$ cat config.mk
export PLATFORM = sky130hd
export DESIGN_NAME = sdram_weight_fetcher
export DESIGN_NICKNAME = d
export VERILOG_FILES = /design/src/rtl/sdram_fetch_pkg.sv /design/src/rtl/fetch_line_assembler.sv /design/src/rtl/sdram_weight_fetcher.sv
export SDC_FILE = /design/constraint.sdc
export NUM_CORES = 1
export LEC_CHECK = 0
export CAP_MARGIN = 15
export CELL_PAD_IN_SITES_DETAIL_PLACEMENT = 0
export CELL_PAD_IN_SITES_GLOBAL_PLACEMENT = 2
export CORE_AREA = 2 2 241 243
export CTS_CLUSTER_DIAMETER = 120
export DETAILED_ROUTE_END_ITERATION = 6
export DIE_AREA = 0 0 243 245
export PLACE_DENSITY = 0.89
export SLEW_MARGIN = 40
export SYNTH_ARGS = -nofsm -noshare
export SYNTH_HDL_FRONTEND = slang
export SYNTH_HIERARCHICAL = 1
export SYNTH_SLANG_ARGS = --single-unit
$ cat constraint.sdc
create_clock -name clk -period 5.78 [get_ports clk]
set_input_delay 0.578 -clock clk [delete_from_list [all_inputs] [get_ports clk]]
set_output_delay 0.578 -clock clk [all_outputs]
set_load 0.01 [all_outputs]
$ cat src/rtl/sdram_fetch_pkg.sv
// Shared types for the SDRAM weight-line fetcher.
// FSM state encoding, line geometry and the 256-bit line type.
package sdram_fetch_pkg;

    localparam int WORDS_PER_LINE = 16;
    localparam int WORD_W         = 16;

    typedef enum logic [1:0] {
        IDLE  = 2'd0,
        ISSUE = 2'd1,
        DRAIN = 2'd2,
        DONE  = 2'd3
    } state_t;

    typedef logic [WORDS_PER_LINE-1:0][WORD_W-1:0] line_t;

endpackage

$ cat src/rtl/fetch_line_assembler.sv
// Collects returned SDRAM words into a line, in return order.
// Ports: clr restarts the word count; wr_en/wr_data write the next word;
// line is the assembly register; line_full is high once 16 words landed.
module fetch_line_assembler
    import sdram_fetch_pkg::*;
(
    input  logic              clk,
    input  logic              rst_n,
    input  logic              clr,
    input  logic              wr_en,
    input  logic [WORD_W-1:0] wr_data,
    output line_t             line,
    output logic              line_full
);

    logic [4:0] ret_cnt;

    assign line_full = ret_cnt[4];

    always_ff @(posedge clk or negedge rst_n) begin
        if (!rst_n) begin
            line    <= '0;
            ret_cnt <= '0;
        end else if (clr) begin
            ret_cnt <= '0;
        end else if (wr_en && !line_full) begin
            line[ret_cnt[3:0]] <= wr_data;
            ret_cnt            <= ret_cnt + 5'd1;
        end
    end

endmodule

$ cat src/rtl/sdram_weight_fetcher.sv
// Fetches one 16-word weight line per request from a pipelined SDRAM port.
// Ports: base_addr/addr_load set the line address, sdram_rd_req starts a
// fetch, rd_buf/rd_done deliver the line, busy flags activity; sdram_*
// is the controller read interface (address/read/waitrequest/data/valid).
module sdram_weight_fetcher
    import sdram_fetch_pkg::*;
#(
    parameter int ADDR_W    = 24,
    parameter int WORDS     = 16,
    parameter int DATA_W    = 16,
    parameter int MAX_OUTST = 8
) (
    input  logic              clk,
    input  logic              rst_n,
    input  logic [ADDR_W-1:0] base_addr,
    input  logic              addr_load,
    input  logic              sdram_rd_req,
    output line_t             rd_buf,
    output logic              rd_done,
    output logic              busy,
    output logic [ADDR_W-1:0] sdram_address,
    output logic              sdram_read,
    input  logic              sdram_waitrequest,
    input  logic [DATA_W-1:0] sdram_readdata,
    input  logic              sdram_readdatavalid
);

    state_t            state;
    logic [4:0]        issue_cnt;
    logic [3:0]        outstanding;
    logic [ADDR_W-1:0] line_addr;
    logic [ADDR_W-1:0] shadow_addr;
    logic              shadow_vld;
    logic              pending;
    logic              accept;
    logic              start;
    logic              rdv_live;
    line_t             asm_line;
    logic              line_full;

    assign sdram_read = (state == ISSUE) && !issue_cnt[4]
                        && (outstanding < 4'(MAX_OUTST));
    assign sdram_address = line_addr + ADDR_W'(issue_cnt);
    assign accept   = sdram_read && !sdram_waitrequest;
    assign start    = (state == IDLE) && (sdram_rd_req || pending);
    // Returns seen in IDLE are leftovers from an aborted fetch.
    assign rdv_live = sdram_readdatavalid
                      && ((state == ISSUE) || (state == DRAIN));
    assign busy     = (state != IDLE) || pending;

    fetch_line_assembler u_asm (
        .clk       (clk),
        .rst_n     (rst_n),
        .clr       (start),
        .wr_en     (rdv_live),
        .wr_data   (sdram_readdata),
        .line      (asm_line),
        .line_full (line_full)
    );

    always_ff @(posedge clk or negedge rst_n) begin
        if (!rst_n) begin
            state       <= IDLE;
            issue_cnt   <= '0;
            outstanding <= '0;
            line_addr   <= '0;
            shadow_addr <= '0;
            shadow_vld  <= 1'b0;
            pending     <= 1'b0;
            rd_buf      <= '0;
            rd_done     <= 1'b0;
        end else begin
            rd_done <= 1'b0;

            if (accept && !sdram_readdatavalid)
                outstanding <= outstanding + 4'd1;
            else if (!accept && sdram_readdatavalid && outstanding != 4'd0)
                outstanding <= outstanding - 4'd1;

            if (state != IDLE && sdram_rd_req)
                pending <= 1'b1;

            unique case (state)
                IDLE: begin
                    if (addr_load)
                        line_addr <= base_addr;
                    if (start) begin
                        pending   <= 1'b0;
                        issue_cnt <= '0;
                        state     <= ISSUE;
                    end
                end
                ISSUE: begin
                    if (addr_load) begin
                        shadow_addr <= base_addr;
                        shadow_vld  <= 1'b1;
                    end
                    if (accept) begin
                        issue_cnt <= issue_cnt + 5'd1;
                        if (issue_cnt == 5'(WORDS - 1))
                            state <= DRAIN;
                    end
                end
                DRAIN: begin
                    if (addr_load) begin
                        shadow_addr <= base_addr;
                        shadow_vld  <= 1'b1;
                    end
                    if (line_full) begin
                        rd_buf  <= asm_line;
                        rd_done <= 1'b1;
                        state   <= DONE;
                    end
                end
                DONE: begin
                    // A reload wins over the auto-advance to the next line.
                    if (addr_load)
                        line_addr <= base_addr;
                    else if (shadow_vld)
                        line_addr <= shadow_addr;
                    else
                        line_addr <= line_addr + ADDR_W'(WORDS);
                    shadow_vld <= 1'b0;
                    issue_cnt  <= '0;
                    state      <= IDLE;
                end
            endcase
        end
    end

endmodule
==> results.md <==
- Status: complete, no violations
- Post-synth top cells: 579 x dfrtp_1, 243 x mux2_1, 239 x mux2_2, 58 x mux2_4, 44 x nand2_1
- H-tree levels: 3
- First-pass DRT Iterations: 4
- Root Driver: clkbuf_16
- Min Clock Period, post-route: between 4 and 5 ns
- Rows: roughly 90
- Hold Crit Class: primary input to asynchronous set/reset pin
- Gate Count Post-Synth: around 1600
- Final period util: between 60% and 70%
- Crit path kind: flip-flop to primary output
- Area share of the largest cell type after synthesis: 61.0%
- Synth-to-layout area growth: 26.9%
- Fin worst setup slack: roughly 1.8 ns
- Max_cap viols: 0
- Number of synthesized flops with an enable pin: 0
- DIE WIDTH: 243 um
- Initial drt markers: between 600 and 700
- Synth async-reset ratio: 100%
- Post-CTS resize count: 0
- Non-Filler Instances: 2700
- Synth area leader: dfrtp_1
- Vert. Die Dim: roughly 250 um
- CTS hold repair buffers: 1
- Clk slew on worst S/H paths: 0.06 ns
- Vias per cell: 5.14
- Avg Cell Area, Syn: 15.3 um^2
- Setup TNS Final: 0 ns
- Slew Viols, Final: 0
- Top-count cell post-synth: dfrtp_1
- Routed Antenna Nets: 0
- # clock sinks: 579
- Final Cell Area: around 30000 um^2
- Die ar.: 59500 um^2
- R2R Path Start: state[0]
- Placed cell area: 27800 um^2
- Max VDD drop: between 0.0002 and 0.00025 V
- Post-synthesis net count: approximately 1600
- Post-CTS Setup Repair Bufs: 0
- Flops & latches, synth: between 500 and 600
- DP HPWL: between 30000 and 40000 um
- Total power: 11.8 mW
- Mapped cell area: 23800 um^2
- GR Overflow Total: 0
- RSZ-0062 raised after global routing: no
- WHS: between 0.4 and 0.5 ns
- Crit path capture type: primary output
- Largest net degree at the start of global routing: between 150 and 200
- Final wirelength: roughly 61000 um
- Share of cells above drive strength 1: between 20 and 25%
- Starting Density: about two fifths
- Core footprint: ~57000 um^2
- DRC: 0
- # nets final: a little under 2000
- Cell variety after synth: between 70 and 80
- Pwr Density: between 300 and 400 nW/um^2
- Final hold vios: 0
- Vias in the first global route: roughly 15000
- Synth warn: 6
- WL per Instance: 22.4 um
- Ys flop type: dfrtp_1
- Reg2Reg Setup Slack: between 2 and 3 ns
- CTS max path bufs: 3
- Critical R2R Capture: u_asm/line[182]
- Relative slew slack: about 44%
- Placed insts: roughly 2600
- Worst Reg2Reg Path Length in Cells: 6
- Via Count: roughly 14000
- CTS buffer count: 66
- Crit path DAT: 3.44 ns
- Global-route wire length before repair: about 94000 um
- Top cells by area, synth: dfrtp_1 61%, mux2_1 12%, mux2_2 11%
- CTS tree: done
- GR Util All Layers: 20.7%
- I/O Pins: 329
- Tightest Pin Transition: 0.837 ns
- Seq/Total Area, Yosys: between 60% and 70%
- PortBufs: roughly 330
- Leak pwr: about 15 nW
- Initial antenna violation count: 5
- WP data required: around 5.2 ns
- Final setup skew: approximately 0.022 ns
- Setup Slack @ Placement: about 2.4 ns
- Max Clk Rate: approximately 250 MHz
- N_diodes: 0
- Clk_lat worst skew: approximately 0.60 ns
- Final setup fails: 0
- CP max FO: 7
- Final cell utilization of the core: between 50 and 60%
- Routability cong.: about 0.8
- Startpoint types: flip-flop
## per-layer routing
layer  up-vias  part of all wire [%]  global-route usage [%]
li1       6205                     -                       -
met1      7245                    42                    25.9
met2       337                    49                    34.3
met3        90                   6.6                    5.77
met4         0                   2.7                    7.51
met5         -                     0                       0
## area by class of cell
| type | instances | area [um^2] |
|---|---|---|
| Multi-Input combinational cell | 871 | 8760 |
| Timing Repair Buffer | 354 | 3620 |
| Sequential cell | 579 | 14500 |
| Inverter | 14 | 52.6 |
| Tap cell | 765 | 957 |
| Clock buffer | 91 | 1890 |
| Fill cell | 4755 | 26900 |
| Clock inverter | 26 | 399 |
## logic make-up after synthesis
| kind of cell | Yosys count | share of synthesized area (%) |
|---|---|---|
| DFF | 579 | 61.0 |
| muxes | 548 | 26.8 |
| and+or+nand+nor | 161 | 4.43 |
| AOI/OAI and AO/OA | 106 | 3.03 |
| buffers and inverters | 104 | 2.30 |
| xor gates and xnor gates | 36 | 1.33 |
| adders and majority gates | 20 | 1.12 |
## layout by cell type (no fill, tap or decap), types with 4 or more instances in the layout
master,n
a211oi_1,6
a21oi_1,23
a221o_1,5
a31oi_1,7
and3_1,10
buf_12,7
buf_2,4
buf_4,14
bufinv_16,9
clkbuf_1,13
clkbuf_16,68
clkbuf_8,10
clkdlybuf4s50_1,323
clkinv_2,10
dfrtp_1,578
ha_1,18
inv_1,13
mux2_1,243
mux2_2,239
mux2_4,58
mux2i_1,8
nand2_1,43
nand2b_1,4
nand3_1,13
nand3_4,6
nand3b_1,4
nand4_1,6
nor2_1,24
nor2b_1,4
nor3_1,4
o211ai_1,6
o21ai_0,14
o21ai_1,9
o22ai_1,9
xnor2_1,18
xor2_1,18
## power by group
group          leakage (nW)  internal, mW  switching (mW)
Clock                  1.13          2.70            1.66
Combinational          5.56          1.19            1.18
Sequential             7.86          4.65           0.454
## state kept, by name, summed over array words and instances, names as in the netlist
register,flops
issue_cnt,5
line_addr,24
outstanding,4
pending,1
rd_buf,256
rd_done,1
shadow_addr,24
shadow_vld,1
state,2
u_asm/line,256
u_asm/ret_cnt,5
## worst max-delay path by stage
stage | cells past startpoint | endpoint | start
finish | 9 | sdram_address[20] | issue_cnt[0]
global route | 9 | sdram_address[20] | issue_cnt[0]
CTS | 9 | sdram_address[20] | issue_cnt[0]
detailed placement | 9 | sdram_address[20] | issue_cnt[0]
global placement | 6 | u_asm/line[195] | sdram_rd_req
floorplan | 8 | sdram_address[20] | issue_cnt[0]
## worst max-delay path, cell delays in order, from the launching register on
cell and delay [ns]:
dfrtp_1 0.40, ha_1 0.21, inv_1 0.06, fa_1 0.40, nor2b_1 0.18, o31a_1 0.25, o2111ai_2 0.26, nor4_1 0.37
xor2_1 0.18, clkdlybuf4s50_1 0.56
Note: power is estimated with default switching activity, not from simulation.
